**src/rtl/conv_stream_sink.sv**
```systemverilog
// Output stage of the convolution pipeline: tags each filtered pixel with raster
// coordinates, replicates gray to RGB and buffers it in a FWFT FIFO for the frame writer.
module conv_stream_sink #(
  parameter int ROW_SIZE   = 1280,
  parameter int NUM_ROWS   = 960,
  parameter int PIXEL_SIZE = 12,
  parameter int FIFO_DEPTH = 16
) (
  input  logic                  clk,
  input  logic                  rst_n,
  input  logic [PIXEL_SIZE-1:0] pixel_in,
  input  logic                  valid_in,
  input  logic                  frame_start,
  output logic [PIXEL_SIZE-1:0] out_red,
  output logic [PIXEL_SIZE-1:0] out_green,
  output logic [PIXEL_SIZE-1:0] out_blue,
  output logic [10:0]           out_x,
  output logic [10:0]           out_y,
  output logic                  out_eof,
  output logic                  out_valid,
  input  logic                  out_ready,
  output logic                  frame_done,
  output logic                  overflow,
  output logic                  frame_err,
  output logic                  state_dbg
);

  // Handshake: the head entry transfers on a rising clk edge where out_valid && out_ready;
  // out_valid never depends combinationally on out_ready, and out_* hold while stalled.

  localparam int AW = $clog2(FIFO_DEPTH);
  localparam int CW = AW + 1;
  localparam int EW = PIXEL_SIZE + 11 + 11 + 1;
  localparam logic [10:0] X_LAST = 11'(ROW_SIZE - 1);
  localparam logic [10:0] Y_LAST = 11'(NUM_ROWS - 1);

  typedef enum logic {WAIT_SOF = 1'b0, STREAM = 1'b1} state_t;

  state_t      state, state_nxt;
  logic [10:0] x_q, y_q, x_nxt, y_nxt;
  logic [10:0] tag_x, tag_y;
  logic        tag_eof, accept, resync_err;

  logic [EW-1:0] mem [FIFO_DEPTH];
  logic [AW-1:0] wr_ptr, rd_ptr;
  logic [CW-1:0] count;
  logic          full, empty, push, pop, drop;
  logic [EW-1:0] head;

  always_comb begin
    state_nxt  = state;
    x_nxt      = x_q;
    y_nxt      = y_q;
    tag_x      = x_q;
    tag_y      = y_q;
    tag_eof    = 1'b0;
    accept     = 1'b0;
    resync_err = 1'b0;
    case (state)
      WAIT_SOF: begin
        if (valid_in && frame_start) begin
          accept    = 1'b1;
          tag_x     = '0;
          tag_y     = '0;
          state_nxt = STREAM;
        end
      end
      STREAM: begin
        if (valid_in) begin
          accept = 1'b1;
          if (frame_start) begin
            tag_x      = '0;
            tag_y      = '0;
            resync_err = (x_q != '0) || (y_q != '0);
          end
        end
      end
      default: state_nxt = WAIT_SOF;
    endcase
    // Counters advance on every accepted pixel, even one the FIFO drops.
    if (accept) begin
      tag_eof = (tag_x == X_LAST) && (tag_y == Y_LAST);
      if (tag_eof) begin
        x_nxt     = '0;
        y_nxt     = '0;
        state_nxt = WAIT_SOF;
      end else if (tag_x == X_LAST) begin
        x_nxt = '0;
        y_nxt = tag_y + 11'd1;
      end else begin
        x_nxt = tag_x + 11'd1;
        y_nxt = tag_y;
      end
    end
  end

  always_ff @(posedge clk or negedge rst_n) begin
    if (!rst_n) begin
      state <= WAIT_SOF;
      x_q   <= '0;
      y_q   <= '0;
    end else begin
      state <= state_nxt;
      x_q   <= x_nxt;
      y_q   <= y_nxt;
    end
  end

  assign full  = (count == CW'(FIFO_DEPTH));
  assign empty = (count == '0);
  assign pop   = out_ready && !empty;
  // A full FIFO still takes a pixel when the head leaves in the same cycle.
  assign push  = accept && (!full || pop);
  assign drop  = accept && full && !pop;

  always_ff @(posedge clk) begin
    if (push) mem[wr_ptr] <= {pixel_in, tag_x, tag_y, tag_eof};
  end

  always_ff @(posedge clk or negedge rst_n) begin
    if (!rst_n) begin
      wr_ptr <= '0;
      rd_ptr <= '0;
      count  <= '0;
    end else begin
      if (push) wr_ptr <= wr_ptr + AW'(1);
      if (pop)  rd_ptr <= rd_ptr + AW'(1);
      case ({push, pop})
        2'b10:   count <= count + CW'(1);
        2'b01:   count <= count - CW'(1);
        default: count <= count;
      endcase
    end
  end

  always_ff @(posedge clk or negedge rst_n) begin
    if (!rst_n) begin
      frame_done <= 1'b0;
      overflow   <= 1'b0;
      frame_err  <= 1'b0;
    end else begin
      frame_done <= push && tag_eof;
      overflow   <= overflow | drop;
      frame_err  <= frame_err | resync_err;
    end
  end

  // Head fields are masked while empty so stale memory never shows on the outputs.
  assign head      = mem[rd_ptr];
  assign out_valid = !empty;
  assign out_red   = out_valid ? head[EW-1 -: PIXEL_SIZE] : '0;
  assign out_green = out_red;
  assign out_blue  = out_red;
  assign out_x     = out_valid ? head[22:12] : '0;
  assign out_y     = out_valid ? head[11:1]  : '0;
  assign out_eof   = out_valid & head[0];
  assign state_dbg = (state == STREAM);

endmodule

```
**config.mk**
```make
export PLATFORM = sky130hd
export DESIGN_NAME = conv_stream_sink
export DESIGN_NICKNAME = d
export VERILOG_FILES = /design/src/rtl/conv_stream_sink.sv
export SDC_FILE = /design/constraint.sdc
export NUM_CORES = 1
export LEC_CHECK = 0
export BUFFER_PORTS_ARGS = -buffer_cell sky130_fd_sc_hd__buf_4
export CAP_MARGIN = 0
export CORE_MARGIN = 2
export CORE_UTILIZATION = 56
export CTS_BUF_LIST = sky130_fd_sc_hd__clkbuf_16
export CTS_CLUSTER_DIAMETER = 200
export DETAILED_ROUTE_END_ITERATION = 8
export GPL_ROUTABILITY_DRIVEN = 1
export GPL_TIMING_DRIVEN = 0
export PLACE_DENSITY = 0.8
export SLEW_MARGIN = 20
export SYNTH_ARGS = -nofsm -noshare
export SYNTH_HDL_FRONTEND = slang
export SYNTH_SLANG_ARGS = --single-unit
```
**constraint.sdc**
```tcl
create_clock -name clk -period 2.8 [get_ports clk]
set_clock_uncertainty 0.15 [all_clocks]
set_input_delay 0.42 -clock clk [delete_from_list [all_inputs] [get_ports clk]]
set_output_delay 0.42 -clock clk [all_outputs]
set_load 0.005 [all_outputs]
```
## Yosys cells after proc, flatten, opt, wreduce, memory -nomap -nowiden

Memories as Yosys holds them, arrays and structs flattened.
Cells that the tools add are included.

- Logic and storage cells: 69
- Register bits: 39
- Memories: 1
- Output and inout bits: 64
- Input port bits: 17
- RAM bits: 560

- Multiplexer cells: 28
- Reduce and logical (&&, ||, !) cells: 16
- Add/sub/neg operators: 6
- Bitwise operators: 4
- Equality and inequality tests: 5

Memory list:

| memory | words | width | rd ports | clocked after memory_dff | write ports | line | text |
|---|---|---|---|---|---|---|---|
| mem | 16 | 35 | 1 | 0 | 1 | 44 | `logic [EW-1:0] mem [FIFO_DEPTH];` |

Operator list:

| operator | number |
|---|---|
| $mux 11 | 12 |
| $pmux 11 s2 | 2 |
| $add 11x1->11 const B | 2 |
| $reduce_bool 11->1 | 2 |
| $mux 12 | 1 |
| $eq 11x10->1 const B | 1 |
| $eq 11x11->1 const B | 1 |
| $mux 1 | 11 |
| $pmux 5 s2 | 1 |
| $add 4x1->4 const B | 2 |
| $logic_and 1x1->1 | 7 |
| $add 5x1->5 const B | 1 |
| $eq 5x5->1 const B | 1 |
| $logic_not 5->1 | 1 |
| $sub 5x1->5 const B | 1 |
| $logic_not 1->1 | 3 |
| $eq 2x1->1 const B | 1 |
| $eq 2x2->1 const B | 1 |
| $logic_or 1x1->1 | 2 |
| $or 1x1->1 | 2 |
| $pmux 1 s2 | 1 |
| $reduce_bool 2->1 | 1 |
| $and 1x1->1 | 1 |
| $not 1->1 | 1 |

## Logic depth before layout (Yosys ltp)

Gate-level depths: netlist (run 1).

- Word-level depth: 7
- Mapped depth: 11
- Mapped depth without buffers: 9

## Worst setup path before layout (run 1)

OpenSTA, ideal clock, no wires.

- Kind: in2reg
- From: in frame_start
- To: reg y_q[10]
- Cell stages on the path: 10
- Setup slack: -334 ps
- Arrival time: 2863 ps
- Cells stage by stage: clkbuf_1 nand2_1 clkbuf_1 and2_1 ha_1 nand4_1 or4_4 buf_6 o31a_1 o22a_1

- Longest elaborated chain between the ends: 6
- Elaborated cells on any way between the ends: 17

Ends and longest elaborated chain:

| item | line | text |
|---|---|---|
| start, declared | 13 | `input logic frame_start,` |
| $mux 11 / $logic_and 1x1->1 (equally long branches) | 71, 61 |  |
| $mux 11, on equally long branches | 69, 61 |  |
| $pmux 11 s2 * | 59 | `case (state)` |
| named net tag_x[1] | 41 | `logic [10:0] tag_x, tag_y;` |
| $eq 11x11->1 * | 82, 87 |  |
| $mux 11 / $logic_and 1x1->1 (equally long branches) | 87, 82 |  |
| $mux 11 * | 83 | `if (tag_eof) begin` |
| end signal, assigned | 105 | `y_q <= y_nxt;` |
| end, declared | 40 | `logic [10:0] x_q, y_q, x_nxt, y_nxt;` |

The timed path passes the listed nets; every way through them passes the cells marked *.
A chain may end at the register's enable or synchronous reset.

## Worst setup path in the final report (run 1)

- From: reg rd_ptr[1]
- To: out out_y[2]

- Longest elaborated chain between the ends: 2

Ends and longest elaborated chain:

| item | line | text |
|---|---|---|
| start, declared | 45 | `logic [AW-1:0] wr_ptr, rd_ptr;` |
| start signal, assigned | 127 | `if (pop) rd_ptr <= rd_ptr + AW'(1);` |
| $mem_v2 16x35 | n/a |  |
| $mux 11 | 155 | `assign out_y = out_valid ? head[11:1] : '0;` |
| end, declared | 18 | `output logic [10:0] out_y,` |

Every way passes these cells.

==> impl_results.rst, run 1 <==
.. list-table::
   :header-rows: 1

   * - Metric
     - Value
   * - Clk Latency, worst-skew pair
     - 0.62 ns
   * - Maximum number of buffers from clock root to sink
     - 3
   * - Met2 track utilization from global routing
     - 0.485
   * - Syn-to-layout area delta
     - 21.0%
   * - Post-Layout Inst Area
     - 29100 um^2
   * - Routability cong.
     - 0.905
   * - Routed via count divided by cell count
     - 6.77
   * - Share of synthesized flip-flops with an asynchronous set or reset
     - 0.0651
   * - Largest net degree at the start of global routing
     - 40
   * - Period utilization
     - 1.18
   * - YS warnings
     - 0
   * - Critical Path Slowest Stage Cell
     - dfrtp_2
   * - Met3 track utilization from global routing
     - 0.0607
   * - Initial detailed-routing violation count
     - 2201
   * - Highest fanout seen on the critical path
     - 10
   * - Number of hold-slack violations in the final timing report
     - 0
   * - Worst voltage drop across the vdd grid
     - 0.538 mV
   * - CTS clock-pin slew for the worst setup and hold paths
     - 0.07 ns
   * - Post-route worst setup slack
     - -0.511 ns
   * - Post-Synthesis Mean Instance Area
     - 20.1 um^2
   * - Pleak
     - 0.0102 uW
   * - Filler cell count
     - 2436
   * - I/O pin cnt
     - 81
   * - Number of global-route vias before repair
     - 13800
   * - Worst EP arrival
     - 2.74 ns
   * - Buffers on Ports
     - 79
   * - Reg-to-reg critical path startpoint
     - state_dbg$_DFF_PN0_
   * - Num CTS Buffers
     - 56
   * - Antenna cell count
     - 0
   * - Max Cap Violations
     - 0
   * - Post-synthesis instance area
     - 24100 um^2
   * - Max Transition Viols Final
     - 0
   * - Area of the multi-input gates
     - 6250 um^2
   * - Failing checks
     - setup timing
   * - Initial core utilization
     - 0.571
   * - Total global-route track usage
     - 0.295
   * - Setup repair after global routing missed its margin
     - yes
   * - Finish-stage setup viols
     - 60
   * - Min cycle time layout
     - 3.31 ns
   * - Most Crowded Layer GR
     - met2
   * - Proportion of synthesized chip area in sequential cells
     - 0.740
   * - Post-synthesis sequential element count
     - 599
   * - Critical path data required time
     - 2.23 ns
   * - Total gr overflow
     - 0
   * - Crit-path leading delay family
     - buffers and inverters
   * - Layout cells sized above 1
     - 0.378
   * - Buffers plus inverters on the worst setup path
     - 3
   * - Synth Instances
     - 1196
   * - Leading cell type in the layout, fill and taps excluded
     - edfxtp_1
   * - CTS H-tree lvls
     - 2
   * - DRT Wirelength
     - 66.1 mm
   * - Measured slew at the worst slew-check pin
     - 0.967 ns
   * - Number of clock sinks
     - 599
   * - Remaining antenna violation count after routing
     - 0
   * - Top library cells by usage in the layout, fill and taps aside
     - edfxtp_1, mux4_2, buf_4
   * - GR Util met1
     - 0.386
   * - Clock tree from TritonCTS
     - done
   * - EDFF count, synth
     - 560
   * - Cell taking the most area after synthesis
     - edfxtp_1
   * - CP startpoint kind
     - flip-flop
   * - DRC violation count after routing
     - 0
   * - Post-detailed-route wirelength per cell
     - 33.1 um
   * - Largest stage delay on the critical path
     - 0.52 ns
   * - Number of nets produced by synthesis
     - 1222
   * - Worst setup slack after placement
     - -1.09 ns
   * - Die Outline Area
     - 44600 um^2
   * - Cell-by-cell trace of the critical path
     - clkbuf_8 > clkbuf_4 > mux4_2 > mux2i_2 > o22ai_2 > buf_4
   * - Number of cell rows
     - 75
   * - Chip height
     - 211 um
   * - Share of the synthesized area in the top cell type
     - 0.699
   * - Top cells by area, synth
     - edfxtp_1, mux4_2, dfrtp_1, mux2i_1, o22ai_1
   * - Number of search-and-repair iterations in the first detailed-routing pass
     - 5
   * - Status
     - complete, but fails checks
   * - Total Nets Final
     - 1437
   * - First-pass GRT wire length
     - 92.2 mm
   * - Category of the most critical setup path
     - flip-flop to output pin
   * - Launch point of the worst path
     - rd_ptr[1]$_DFFE_PN0P_
   * - Max Clock Freq
     - 0.302 GHz
   * - Die X-Extent
     - 211 um
   * - Leading register cell type out of synthesis
     - edfxtp_1
   * - PD cells
     - 1060 nW/um^2
   * - Kind of end point of the critical path
     - output pin
   * - Placeable Area
     - 42100 um^2
   * - Detailed placement HPWL
     - 30.8 mm
   * - Count of unique library cells instantiated by Yosys
     - 63
   * - Class of the tightest hold or removal check
     - primary input to flip-flop
   * - Number of antenna violations at the first check in global routing
     - 1
   * - Total via count in the routed design
     - 13500
   * - Instance area after placement
     - 25500 um^2
   * - Clock Root Buffer
     - clkbuf_16
   * - Max-slew headroom
     - 0.353
   * - Launch instance of the worst min-delay path
     - valid_in
   * - Sequential cell area
     - 17800 um^2
[repair_timing]
item	in CTS	in global routing
gates cloned	13	5
endpoints found under the setup margin	510	302
hold buffers	13	0
endpoints found under the hold margin	231	0
pin swaps	30	7
gates resized for setup	203	60
buffers inserted	38	14
[layout make-up]
| class | instances | area share |
|---|---|---|
| repair buffers | 152 | 0.0556 |
| flip-flops and latches | 599 | 0.611 |
| well taps | 539 | 0.0232 |
| clock buffers | 57 | 0.0490 |
| multi-input cells | 501 | 0.215 |
| plain buffers | 93 | 0.0318 |
| inverters | 8 | 0.00103 |
| clock inverters | 47 | 0.0132 |
[Yosys cell counts, drive strengths merged (7+ instances only)]
library cell	count
o22ai	35
nor2	13
o21ai	18
inv	8
and4	7
o31ai	8
ha	9
buf	53
nand4	14
dfrtp	39
mux2i	71
nand3	12
clkbuf	45
nor4	10
xnor2	7
a21oi	7
mux4	140
and2	34
edfxtp	560
or4	7
nand2	26
[power breakdown]
| part | internal, uW | switching (uW) |
|---|---|---|
| combinational | 6200 | 5760 |
| clock | 4250 | 3420 |
| sequential | 10700 | 428 |
[worst min-delay path, cell delays in order]
cell,delay (ns)
buf_4,0.09
a21bo_4,0.16
nand4_1,0.09
nand3_1,0.09
[kinds of logic after synthesis]
family,synth area share
simple gates,0.0374
buf+inv,0.0217
xor+xnor,0.00328
compound gates,0.0314
fa+ha+maj,0.00468
mux,0.162
flops,0.740
[final timing paths]
kind | end | slack (ns) | cells past startpoint
min in group asynchronous | count[0]$_DFFE_PN0P_ | 0.18 | 2
min | x_q[7]$_DFFE_PN0P_ | 0.14 | 4
min reg2reg | overflow$_DFF_PN0_ | 0.33 | 1
max reg2reg | count[4]$_DFFE_PN0P_ | -0.10 | 10
max | out_y[2] | -0.51 | 6
max in group asynchronous | state_dbg$_DFF_PN0_ | 1.90 | 2
[through the flow]
stage                     total power [uW]  utilization  hold WS [ns]  TNS (ns)  std cells
after CTS                            29500        0.681         0.114    -22.11       1981
after global placement               19900        0.602         0.292   -698.84       1814
after floorplan                      16600            -       -0.0256    -0.142       1196
after detailed placement             20200        0.604         0.304   -226.26       1816
final                                30700        0.691         0.136    -22.80       1996
after global routing                 31600        0.691         0.162    -25.90       1996
[flip-flops by register name, indices dropped and copies added, names as in the netlist]
register,cells
x_q,11
frame_err,1
mem,560
frame_done,1
wr_ptr,4
state_dbg,1
overflow,1
count,5
rd_ptr,4
y_q,11
[layer usage]
metal	part of all wire	wire (um)
met1	0.35	23200
met2	0.50	33300
met3	0.10	6920
met4	0.040	2660
met5	0.00014	9
Note: power is estimated with default switching activity, not from simulation.
==> run 2, diff against run 1 <==
--- a/config.mk
+++ b/config.mk
@@ -16,5 +16,5 @@
 export GPL_TIMING_DRIVEN = 0
 export PLACE_DENSITY = 0.8
-export SLEW_MARGIN = 20
+export SLEW_MARGIN = 40
 export SYNTH_ARGS = -nofsm -noshare
 export SYNTH_HDL_FRONTEND = slang
==> constraint.sdc (replaced) <==
create_clock -name clk -period 2.8 [get_ports clk]
set_clock_uncertainty 0.15 [all_clocks]
set_input_delay 0.28 -clock clk [delete_from_list [all_inputs] [get_ports clk]]
set_output_delay 0.28 -clock clk [all_outputs]
set_load 0.005 [all_outputs]
==> impl_results.rst, run 2 (synthesized netlist as in run 1, its figures left out) <==
.. list-table::
   :header-rows: 1

   * - Metric
     - Value
   * - Number of clock sinks
     - 599
   * - Register with the most flip-flops
     - mem
   * - Logic pwr share
     - 0.390
   * - Post-Layout Inst Area
     - 29100 um^2
   * - Total Nets Final
     - 1442
   * - Placeable Area
     - 42100 um^2
   * - Buffers on Ports
     - 79
   * - Final core occ
     - 0.691
   * - Measured slew at the worst slew-check pin
     - 0.808 ns
   * - Max-slew headroom
     - 0.457
   * - Largest regs
     - mem: 560 flops, x_q: 11 flops, y_q: 11 flops
   * - Status
     - complete, but fails checks
   * - Largest stage delay on the critical path
     - 0.49 ns
   * - Initial detailed-routing violation count
     - 1739
   * - Setup repair after global routing missed its margin
     - yes
   * - Pleak
     - 0.0102 uW
   * - Leading cell type in the layout, fill and taps excluded
     - edfxtp_1
   * - Number of cell rows
     - 75
   * - Clk Latency, worst-skew pair
     - 0.61 ns
   * - Class of the tightest hold or removal check
     - primary input to asynchronous set/reset pin
   * - Number of hold-slack violations in the final timing report
     - 0
   * - Number of antenna violations at the first check in global routing
     - 0
   * - Post-Route Hold Slack
     - 0.0548 ns
   * - Clock Root Buffer
     - clkbuf_16
   * - Routed via count divided by cell count
     - 6.59
   * - Layout cells sized above 1
     - 0.373
   * - Clock tree from TritonCTS
     - done
   * - Critical Path Slowest Stage Cell
     - mux4_2
   * - Die Outline Area
     - 44600 um^2
   * - Number of global-route vias before repair
     - 13600
   * - Max reg flops
     - 560
   * - Worst EP arrival
     - 2.61 ns
   * - Critical path data required time
     - 2.37 ns
   * - Cell-by-cell trace of the critical path
     - buf_12 > buf_12 > buf_16 > buf_4 > mux4_2 > mux2i_4 > o22ai_2 > buf_4
   * - Min cycle time layout
     - 3.04 ns
   * - Total via count in the routed design
     - 13200
   * - Initial core utilization
     - 0.571
   * - Post-route worst setup slack
     - -0.244 ns
   * - Chip height
     - 211 um
   * - Number of search-and-repair iterations in the first detailed-routing pass
     - 5
   * - Instance area after placement
     - 25600 um^2
   * - Routability cong.
     - 0.904
   * - Max Transition Viols Final
     - 0
   * - Register share of total power
     - 0.363
   * - DRT Wirelength
     - 62.7 mm
   * - Max Clock Freq
     - 0.329 GHz
   * - Maximum number of buffers from clock root to sink
     - 3
   * - I/O pin cnt
     - 81
   * - Switching power share of the total
     - 0.306
   * - Failing checks
     - setup timing
   * - Total global-route track usage
     - 0.287
   * - First-pass GRT wire length
     - 90.3 mm
   * - Finish-stage setup viols
     - 59
   * - Syn-to-layout area delta
     - 21.0%
   * - Num CTS Buffers
     - 57
   * - Register-to-Register Setup Slack
     - 0.03 ns
   * - Worst setup slack after placement
     - -1.17 ns
   * - Internal power
     - 21100 uW
   * - PD cells
     - 1040 nW/um^2
   * - CP startpoint kind
     - flip-flop
   * - Antenna cell count
     - 0
   * - Highest fanout seen on the critical path
     - 4
   * - Detailed placement HPWL
     - 32.2 mm
   * - Power share of the clock group
     - 0.247
   * - Remaining antenna violation count after routing
     - 0
   * - Category of the most critical setup path
     - flip-flop to output pin
   * - Post-detailed-route wirelength per cell
     - 31.3 um
   * - Kind of end point of the critical path
     - output pin
   * - CTS clock-pin slew for the worst setup and hold paths
     - 0.06 ns
   * - Top library cells by usage in the layout, fill and taps aside
     - edfxtp_1, mux4_2, buf_4
   * - CTS H-tree lvls
     - 2
   * - Largest net degree at the start of global routing
     - 40
   * - Worst voltage drop across the vdd grid
     - 0.686 mV
   * - Die X-Extent
     - 211 um
   * - Total gr overflow
     - 0
   * - Reported net switching power
     - 9280 uW
   * - Max Cap Violations
     - 0
   * - DRC violation count after routing
     - 0
   * - Period utilization
     - 1.09
-- run 2: layout make-up --
type                            count  area [um^2]
Sequential cell                   599        17800
Tap cell                          539          674
Clock buffer                       59         1480
Buffer                             90          848
Clock inverter                     47          324
Inverter                            8         30.0
Fill cell                        2439        13000
Timing Repair Buffer              165         1790
Multi-Input combinational cell    495         6170
-- run 2: power by group through the flow --
stage / logic, uW / clock network [uW] / registers [uW]
floorplan: 5570 / 0 / 11000
global placement: 8750 / 0 / 11100
detailed placement: 9100 / 0 / 11100
CTS: 11500 / 7490 / 11000
global route: 12400 / 7850 / 11100
finish: 11800 / 7480 / 11000
-- run 2: metal layers --
metal,part of all wire,wire [um],global-route usage,vias to the layer above
met5,0,0,0,-
met4,0.034,2140,0.102,0
met3,0.094,5860,0.0558,142
met2,0.51,31900,0.484,821
met1,0.36,22800,0.379,6843
li1,-,-,-,5388
-- run 2: worst paths after layout --
check / startpoint / cells past startpoint / endpoint
max reg2reg: state_dbg$_DFF_PN0_ / 10 / count[4]$_DFFE_PN0P_
min in group clk: frame_start / 4 / y_q[3]$_DFFE_PN0P_
min reg2reg: frame_err$_DFF_PN0_ / 1 / frame_err$_DFF_PN0_
max in group asynchronous: rst_n / 2 / state_dbg$_DFF_PN0_
min: rst_n / 2 / count[1]$_DFFE_PN0P_
max: rd_ptr[0]$_DFFE_PN0P_ / 8 / out_y[9]
-- run 2: metrics by stage --
step	setup TNS (ns)	power (uW)	cells
after CTS	-10.07	30000	1993
after detailed placement	-140.00	20200	1827
after floorplan	-0.105	16600	1196
final	-10.44	30300	2002
after global routing	-13.64	31300	2002
after global placement	-664.63	19800	1814
-- run 2: worst max-delay path, delay by kind of cell (launching register included) --
family	cells	cell delay, ns
buffers and inverters	5	0.73
multiplexers	2	0.70
flip-flops	1	0.43
AO/OA/AOI/OAI	1	0.15
-- run 2: what timing repair did --
item / in CTS / in global routing
resized for setup: 204 / 33
setup buffers: 42 / 13
endpoints found under the hold margin: 232 / 0
endpoints found under the setup margin: 410 / 275
pin swaps: 27 / 14
gates cloned: 9 / 0
hold buffers: 15 / 0
